===== src/rtl/sar_pkg.sv =====
// sar_pkg: shared state encoding, sizing and verdict helper for the SAR search controller.
//   state_t        : FSM states IDLE / TRIAL / VERIFY
//   DEF_WIDTH      : default search width
//   IDX_W          : bit-index width for the default search width
//   verdict_valid  : true when exactly one comparator flag is high
package sar_pkg;

    typedef enum logic [1:0] {
        IDLE,
        TRIAL,
        VERIFY
    } state_t;

    localparam int DEF_WIDTH = 8;
    localparam int IDX_W     = $clog2(DEF_WIDTH);

    function automatic logic verdict_valid(input logic lt, input logic eq, input logic gt);
        // An odd number of flags that is not all three means exactly one.
        return (lt ^ eq ^ gt) && !(lt && eq && gt);
    endfunction

endpackage


===== src/rtl/sar_search.sv =====
// sar_search: successive-approximation controller that hunts a target hidden behind a comparator.
//   clk       : clock, rising edge
//   rst       : asynchronous active-high reset
//   start_i   : begin a search (sampled only in IDLE)
//   lt_i      : comparator verdict guess < target
//   eq_i      : comparator verdict guess == target
//   gt_i      : comparator verdict guess > target
//   guess_o   : registered trial value for the comparator
//   busy_o    : search in progress
//   done_o    : one-cycle pulse on the terminating edge
//   found_o   : search ended on an eq verdict (held until next start)
//   error_o   : search aborted on an invalid verdict (held until next start)
//   result_o  : final value (held until next start)
module sar_search
    import sar_pkg::*;
#(
    parameter int WIDTH = DEF_WIDTH
) (
    input  logic             clk,
    input  logic             rst,
    input  logic             start_i,
    input  logic             lt_i,
    input  logic             eq_i,
    input  logic             gt_i,
    output logic [WIDTH-1:0] guess_o,
    output logic             busy_o,
    output logic             done_o,
    output logic             found_o,
    output logic             error_o,
    output logic [WIDTH-1:0] result_o
);

    localparam int IW = $clog2(WIDTH);

    state_t           state_q, state_d;
    logic [WIDTH-1:0] acc_q, acc_d;
    logic [WIDTH-1:0] guess_q, guess_d;
    logic [WIDTH-1:0] result_q, result_d;
    logic [IW-1:0]    i_q, i_d;
    logic             busy_q, busy_d;
    logic             done_q, done_d;
    logic             found_q, found_d;
    logic             error_q, error_d;

    logic             valid;
    logic [WIDTH-1:0] bit_cur, bit_nxt, acc_n;

    assign valid   = verdict_valid(lt_i, eq_i, gt_i);
    assign bit_cur = WIDTH'(1) << i_q;
    // Only used while i_q > 0, so the wrap at i_q == 0 never reaches guess.
    assign bit_nxt = WIDTH'(1) << (i_q - IW'(1));
    // lt means the trial bit is still below the target and is kept.
    assign acc_n   = lt_i ? (acc_q | bit_cur) : (acc_q & ~bit_cur);

    always_comb begin
        state_d  = state_q;
        acc_d    = acc_q;
        guess_d  = guess_q;
        result_d = result_q;
        i_d      = i_q;
        busy_d   = busy_q;
        done_d   = 1'b0;
        found_d  = found_q;
        error_d  = error_q;
        case (state_q)
            IDLE: begin
                guess_d = '0;
                if (start_i) begin
                    acc_d    = '0;
                    i_d      = IW'(WIDTH - 1);
                    guess_d  = WIDTH'(1) << (WIDTH - 1);
                    result_d = '0;
                    found_d  = 1'b0;
                    error_d  = 1'b0;
                    busy_d   = 1'b1;
                    state_d  = TRIAL;
                end
            end
            TRIAL: begin
                if (!valid || eq_i) begin
                    // Terminate: eq exits early with the trial, invalid keeps the partial acc.
                    error_d  = !valid;
                    found_d  = valid;
                    result_d = valid ? guess_q : acc_q;
                    done_d   = 1'b1;
                    busy_d   = 1'b0;
                    guess_d  = '0;
                    state_d  = IDLE;
                end else if (i_q != '0) begin
                    acc_d   = acc_n;
                    i_d     = i_q - IW'(1);
                    guess_d = acc_n | bit_nxt;
                end else begin
                    acc_d   = acc_n;
                    guess_d = acc_n;
                    state_d = VERIFY;
                end
            end
            VERIFY: begin
                // lt/gt here means the target moved during the search.
                found_d  = valid && eq_i;
                error_d  = !valid;
                result_d = acc_q;
                done_d   = 1'b1;
                busy_d   = 1'b0;
                guess_d  = '0;
                state_d  = IDLE;
            end
            default: begin
                guess_d = '0;
                busy_d  = 1'b0;
                state_d = IDLE;
            end
        endcase
    end

    always_ff @(posedge clk or posedge rst) begin
        if (rst) begin
            state_q  <= IDLE;
            acc_q    <= '0;
            guess_q  <= '0;
            result_q <= '0;
            i_q      <= '0;
            busy_q   <= 1'b0;
            done_q   <= 1'b0;
            found_q  <= 1'b0;
            error_q  <= 1'b0;
        end else begin
            state_q  <= state_d;
            acc_q    <= acc_d;
            guess_q  <= guess_d;
            result_q <= result_d;
            i_q      <= i_d;
            busy_q   <= busy_d;
            done_q   <= done_d;
            found_q  <= found_d;
            error_q  <= error_d;
        end
    end

    assign guess_o  = guess_q;
    assign busy_o   = busy_q;
    assign done_o   = done_q;
    assign found_o  = found_q;
    assign error_o  = error_q;
    assign result_o = result_q;

endmodule


===== config.mk =====
export PLATFORM = sky130hd
export DESIGN_NAME = sar_search
export DESIGN_NICKNAME = d
export VERILOG_FILES = /design/src/rtl/sar_pkg.sv /design/src/rtl/sar_search.sv
export SDC_FILE = /design/constraint.sdc
export NUM_CORES = 1
export LEC_CHECK = 0
export ABC_AREA = 1
export CAP_MARGIN = 20
export CORE_MARGIN = 8
export CORE_UTILIZATION = 30
export CTS_BUF_LIST = sky130_fd_sc_hd__clkbuf_8 sky130_fd_sc_hd__clkbuf_16
export DETAILED_ROUTE_END_ITERATION = 16
export GPL_TIMING_DRIVEN = 0
export PLACE_DENSITY = 0.46
export SKIP_LAST_GASP = 1
export SLEW_MARGIN = 20
export SYNTH_ARGS = -nofsm -noshare
export SYNTH_HDL_FRONTEND = slang
export SYNTH_SLANG_ARGS = --single-unit

===== constraint.sdc =====
create_clock -name clk -period 3.1 [get_ports clk]
set_input_delay 0.465 -clock clk [delete_from_list [all_inputs] [get_ports clk]]
set_output_delay 0.465 -clock clk [all_outputs]
set_load 0.005 [all_outputs]

# Yosys cells after proc, flatten, opt, wreduce, memory -nomap -nowiden
# Cells that the tools add are included.
# word_totals
ff_bits	33
word_cells	70
# op_classes
add_sub_neg	1
n_eq_ne	7
n_shift	2
mux	29
n_bitwise	6
n_reduce_logical	16
# ops
op	count
8-bit two-way mux	8
8-bit case mux with 2 select lines	2
8-bit case mux with 3 select lines	1
8-bit OR	2
1-bit by 3-bit << shifter with 8-bit output, first input constant	2
3-bit two-way mux	3
8-bit AND	1
2-bit inequality test, second input constant	4
8-bit inverter	1
1-bit two-way mux	6
2-bit two-way mux	3
1-bit case mux with 3 select lines	2
3-bit case mux with 2 select lines	1
3-bit AND reduction	2
3-bit nonzero test	2
1-bit logical AND	4
1-bit case mux with 2 select lines	2
2-bit case mux with 2 select lines	1
2-bit AND reduction	2
4-bit AND reduction	1
3-bit inequality test, second input constant	1
3-bit by 1-bit subtractor with 3-bit output, second input constant	1
2-bit by 1-bit == test with 1-bit output, second input constant	1
2-bit == test, second input constant	1
other kinds (5)	7

# Logic depth before layout (Yosys ltp)
# logic_depth
depth_word	8
mapped_depth	11
ltp_nobuf	10

# Worst setup path before layout
# No wires, ideal clock.
# synth_timing
path_type	input -> register
from	input port lt_i
to	register acc_q[0]
setup_time_ns	0.123
arrival_ns	1.454
t_required_ns	2.977
setup_slack_ns	1.523
stages	10
path_cell_list	ha_1 -> inv_2 -> nand3_1 -> nand2_2 -> nand2_2 -> nand2_4 -> nand2_4 -> buf_12 -> nand2_2 -> o21ai_2
# synth_via
elab_chain_cells	8
# synth_lines
item	line	text
start: declaration	sar_search.sv:22	input logic lt_i,
1-bit logical AND (2 in a row)	sar_pkg.sv:19	return (lt ^ eq ^ gt) && !(lt && eq && gt);
1-bit zero test	sar_pkg.sv:19	
1-bit logical AND	sar_pkg.sv:19	
1-bit zero test	sar_search.sv:80	if (!valid || eq_i) begin
1-bit logical OR	sar_search.sv:80	
2-bit inequality test (no source line)	--	
3-bit AND reduction (no source line)	--	
end signal: assignment	sar_search.sv:120	acc_q <= '0;
end signal: assignment	sar_search.sv:130	acc_q <= acc_d;
end: declaration	sar_search.sv:36	logic [WIDTH-1:0] acc_q, acc_d;
# Several ways; a longest one is shown, not always the timed one. The select of a mux whose other input is x is not followed.
# A chain may end at the register's enable or synchronous reset.

# Worst setup path after layout
# Ends and elaborated chain as after synthesis.

==> reports/results.tsv <==
stage	metric	value	unit
floorplanning	floorplan.initialDensity	31.0	%
sta	fin_crit	2.12	ns
logic_synthesis	synthMostInstantiatedCell	sky130_fd_sc_hd__nand2_1	
clock_tree	number_of_buffers_created_by_cts	5	
routing	routedWlPerCell	13.4	µm
global_route	gr-usage-all-layers	11.0	%
flow_run	maxCapViolations	0	
routing	vias	1697	
logic_synthesis	synthesis.yosys.warnings	0	
logic_synthesis	synth.area.top_cells	sky130_fd_sc_hd__dfrtp_1 (39%), sky130_fd_sc_hd__nand2_1 (17%), sky130_fd_sc_hd__ha_1 (7.2%)	
status	run_status	complete, no violations	
sta	setup_tns_final	0	ns
logic_synthesis	mapped_avg_cell_area	7.99	µm²
global_route	grt_antenna_before_repair	0	
routing	met2_wirelength	2.35	mm
sta	unrepaired_setup_endpoints_after_global_routing	false	
worst_setup_path	path_cells	clkdlybuf4s50_1 > ha_1 > inv_2 > nand3_1 > nand2_2 > nand2_2 > nand2_4 > nand2_4 > buf_12 > nand2_2 > o21ai_2	
clock_tree	cts.clk_slew.worst_paths	0.07	ns
floorplanning	floorplan.die_area	9910	µm²
logic_synthesis	synth_sequential_area_ratio	39.5	%
place	place.detailed.instances	368	
floorplanning	core.rowCount	30	
worst_setup_path	worst-endpoint-required	3.27	ns
routing	vias_per_cell	4.51	
logic_synthesis	synth_cell_type_count	27	
finish	final_util	37.9	%
logic_synthesis	synth_top_cell_by_area	sky130_fd_sc_hd__dfrtp_1	
routing	met3_routed_wl	191	µm
worst_setup_path	criticalPathCategory	input pin to register	
finish	final_cell_count_no_fill	376	
sta	max_clk_rate	471	MHz
logic_synthesis	synth_top_cell_area_share	39.5	%
sta	timing.max_slew.rel_slack	71.5	%
routing	maxUsedRoutingLayer	met4	
clock_tree	clk_path_buf_depth	2	
logic_synthesis	synthTopCellsByCount	sky130_fd_sc_hd__nand2_1 (93), sky130_fd_sc_hd__dfrtp_1 (33), sky130_fd_sc_hd__inv_1 (30)	
worst_setup_path	critical_path.startpoint_type	input pin	
routing	drt_first_pass_iters	4	
power_and_ir_drop	internal_power	1.22	mW
logic_synthesis	fraction_of_synthesis_flops_using_an_asynchronous_set_or_reset_pin	100	%
place	place.port_buffers	25	
floorplanning	chipHeight	99.5	µm
clock_tree	cts_tree	yes	
power_and_ir_drop	share_seq_of_total_power	30.2	%
sta	finClkSkew	0.00751	ns
place	detailedPlacementHpwl	3.84	mm
finish	nets	313	
sta	slew_violations	0	
worst_setup_path	critical-path-slowest-cell	sky130_fd_sc_hd__clkdlybuf4s50_1	
logic_synthesis	syn-cell-area	2090	µm²
sta	timing_hold_violations_final	0	
worst_setup_path	largest_stage_delay_on_the_critical_path	0.69	ns
worst_setup_path	crit_arrival	2.30	ns
sta	ratio_of_final_minimum_period_to_clock_period	68.5	%
finish	ratio_of_cells_with_drive_above_1_in_the_final_layout	20.3	%
power_and_ir_drop	combinationalPowerShare	54.8	%
power_and_ir_drop	p_per_area	867	nW/µm²
global_route	via_count_of_the_first_global_routing_pass	1751	
power_and_ir_drop	sw_frac_of_total	45.1	%
power_and_ir_drop	p_clk_share	14.9	%
routing	antenna_violating_nets_post_route	0	
clock_tree	clk_tree_root_cell	sky130_fd_sc_hd__clkbuf_8	
logic_synthesis	synth-edff-count	0	
finish	synthesis_to_layout_area_growth	22.2	%
floorplanning	design.core.area	6760	µm²
finish	num_antenna_cells	0	
logic_synthesis	synth-seq-cells	33	
routing	detail_route.drc_violations	0	
sta	setup-violations-final	0	
clock_tree	clock_sinks	33	
place	gp_routability_congestion	0.801	
power_and_ir_drop	netSwitchingPower	1.00	mW
logic_synthesis	syn-instance-count	262	
finish	num-fill-cells	722	
power_and_ir_drop	leakage_power	1.28	nW
floorplanning	num_io_pins	26	
routing	routed_wl	5.05	mm
sta	transition_time_at_the_pin_with_the_least_slew_margin	0.427	ns
worst_hold_path	min_path_type	input pin to async pin	
logic_synthesis	ys_dominant_reg_cell	sky130_fd_sc_hd__dfrtp_1	
routing	met1Wirelength	2.45	mm
clock_tree	cts.hold.buffers_added	0	
clock_tree	post_cts_resize_count	0	
global_route	largest_net_degree_at_the_start_of_global_routing	19	
routing	drt_first_iter_violations	69	
clock_tree	cts_setup_buffers	0	
power_and_ir_drop	worst_ir_drop_vdd	0.336	mV
worst_setup_path	setup.worst_path.end_class	register	
worst_setup_path	timing.critical_path.mode_cell	sky130_fd_sc_hd__nand2_2	
logic_synthesis	syn-num-nets	280	
clock_tree	clock_insertion_delay_worst_skew	0.29	ns
global_route	grt_pass1_wl	8.71	mm
floorplanning	die_x	99.5	µm
global_route	overflow	0	
clock_tree	h_tree_depth_reported_by_cts	2	
worst_setup_path	timing.critical_path.fanout_max	10	
## power groups by stage
| stage | logic [mW] | registers, mW | clock network, mW |
|---|---|---|---|
| after global placement | 1.22 | 0.674 | 0 |
| after global routing | 1.36 | 0.692 | 0.362 |
| after floorplan | 0.875 | 0.665 | 0 |
| final | 1.22 | 0.670 | 0.331 |
| after detailed placement | 1.23 | 0.679 | 0 |
| after CTS | 1.24 | 0.672 | 0.341 |
## cell families after synthesis
group                      after synthesis  synth area share, %
DFF                                     33                 39.4
buffers and inverters                   45                 10.6
adders and majority gates               12                 7.17
AOI/OAI and AO/OA                       32                 9.86
and+or+nand+nor                        140                 32.9
## through the flow
| step | power (mW) | instance area, µm² | worst slack [ns] | hold WS [ns] |
|---|---|---|---|---|
| 2_1_floorplan | 1.54 | 2090 | 1.52 | 0.467 |
| 3_3_place_gp | 1.90 | 2440 | 0.690 | 0.472 |
| 3_5_place_dp | 1.91 | 2470 | 0.680 | 0.476 |
| 4_1_cts | 2.25 | 2560 | 0.972 | 0.497 |
| 5_1_grt | 2.42 | 2560 | 0.871 | 0.512 |
| 6_report | 2.22 | 2560 | 0.977 | 0.490 |
## flip-flops by register name, indices dropped and copies added (netlist names)
register / count
acc_q: 8
busy_o: 1
done_o: 1
error_o: 1
found_o: 1
guess_o: 8
i_q: 3
result_o: 8
state_q: 2
## worst paths after layout
| path | from | to | slack [ns] | cells past startpoint |
|---|---|---|---|---|
| max | lt_i | acc_q[0] | 0.98 | 11 |
| min | rst | found_o | 0.49 | 2 |
| max reg2reg | state_q[0] | result_o[7] | 1.51 | 9 |
| min reg2reg | result_o[1] | result_o[1] | 0.49 | 2 |
| max in group asynchronous | rst | guess_o[2] | 2.18 | 3 |
| min in group clk | result_o[1] | result_o[1] | 0.49 | 2 |
## per-layer routing
metal	track usage, %	vias to the layer above
met1	13.7	778
met3	2.72	6
met4	3.49	0
li1	-	886
met5	0	-
met2	18.2	27
## final cells by class
cell class              instances  area, µm²  area share (%)
multi-input cells             184       1050            40.9
flip-flops and latches         33        826            32.3
repair buffers                 26        278            10.9
inverters                      39        149            5.82
well taps                      80        100            3.91
plain buffers                   6       72.6            2.84
clock buffers                   5       68.8            2.69
clock inverters                 3       17.5           0.685
## worst max-delay path, delay by kind of cell
kind	cells	cell delay (ns)
buffers and inverters	3	0.93
and+or+nand+nor	6	0.55
adders and majority gates	1	0.33
AOI/OAI and AO/OA	1	0.04
## cell usage in the layout (no fill, tap or decap)
cell                              synthesis  routed
sky130_fd_sc_hd__clkdlybuf4s50_1          0      25
sky130_fd_sc_hd__o211ai_1                 3       3
sky130_fd_sc_hd__inv_2                    8       9
sky130_fd_sc_hd__a31oi_1                  1       1
sky130_fd_sc_hd__clkbuf_8                 0       5
sky130_fd_sc_hd__nand2_2                 17      17
sky130_fd_sc_hd__nor3b_1                  1       1
sky130_fd_sc_hd__o21ai_0                  6       6
sky130_fd_sc_hd__buf_12                   2       2
sky130_fd_sc_hd__ha_1                    12      12
sky130_fd_sc_hd__a211oi_1                 1       1
sky130_fd_sc_hd__nand4_4                  1       1
sky130_fd_sc_hd__nand3_4                  1       1
sky130_fd_sc_hd__or2_1                    4       4
sky130_fd_sc_hd__inv_1                   30      29
sky130_fd_sc_hd__o21ai_1                  7       7
sky130_fd_sc_hd__buf_2                    2       2
sky130_fd_sc_hd__inv_4                    1       1
sky130_fd_sc_hd__nor2_4                   4       4
sky130_fd_sc_hd__buf_16                   0       1
sky130_fd_sc_hd__nand3_2                  1       1
sky130_fd_sc_hd__clkinvlp_4               0       1
sky130_fd_sc_hd__o22ai_1                  4       4
sky130_fd_sc_hd__buf_6                    2       2
sky130_fd_sc_hd__nor2_1                   1       1
sky130_fd_sc_hd__nand2_4                  3       3
sky130_fd_sc_hd__o21ai_2                  8       8
sky130_fd_sc_hd__dfrtp_1                 33      33
sky130_fd_sc_hd__a21oi_1                  2       2
sky130_fd_sc_hd__nand2_1                 93      93
sky130_fd_sc_hd__clkinv_2                 0       2
sky130_fd_sc_hd__nand3_1                 14      14
(Power assumes the default switching activity.)
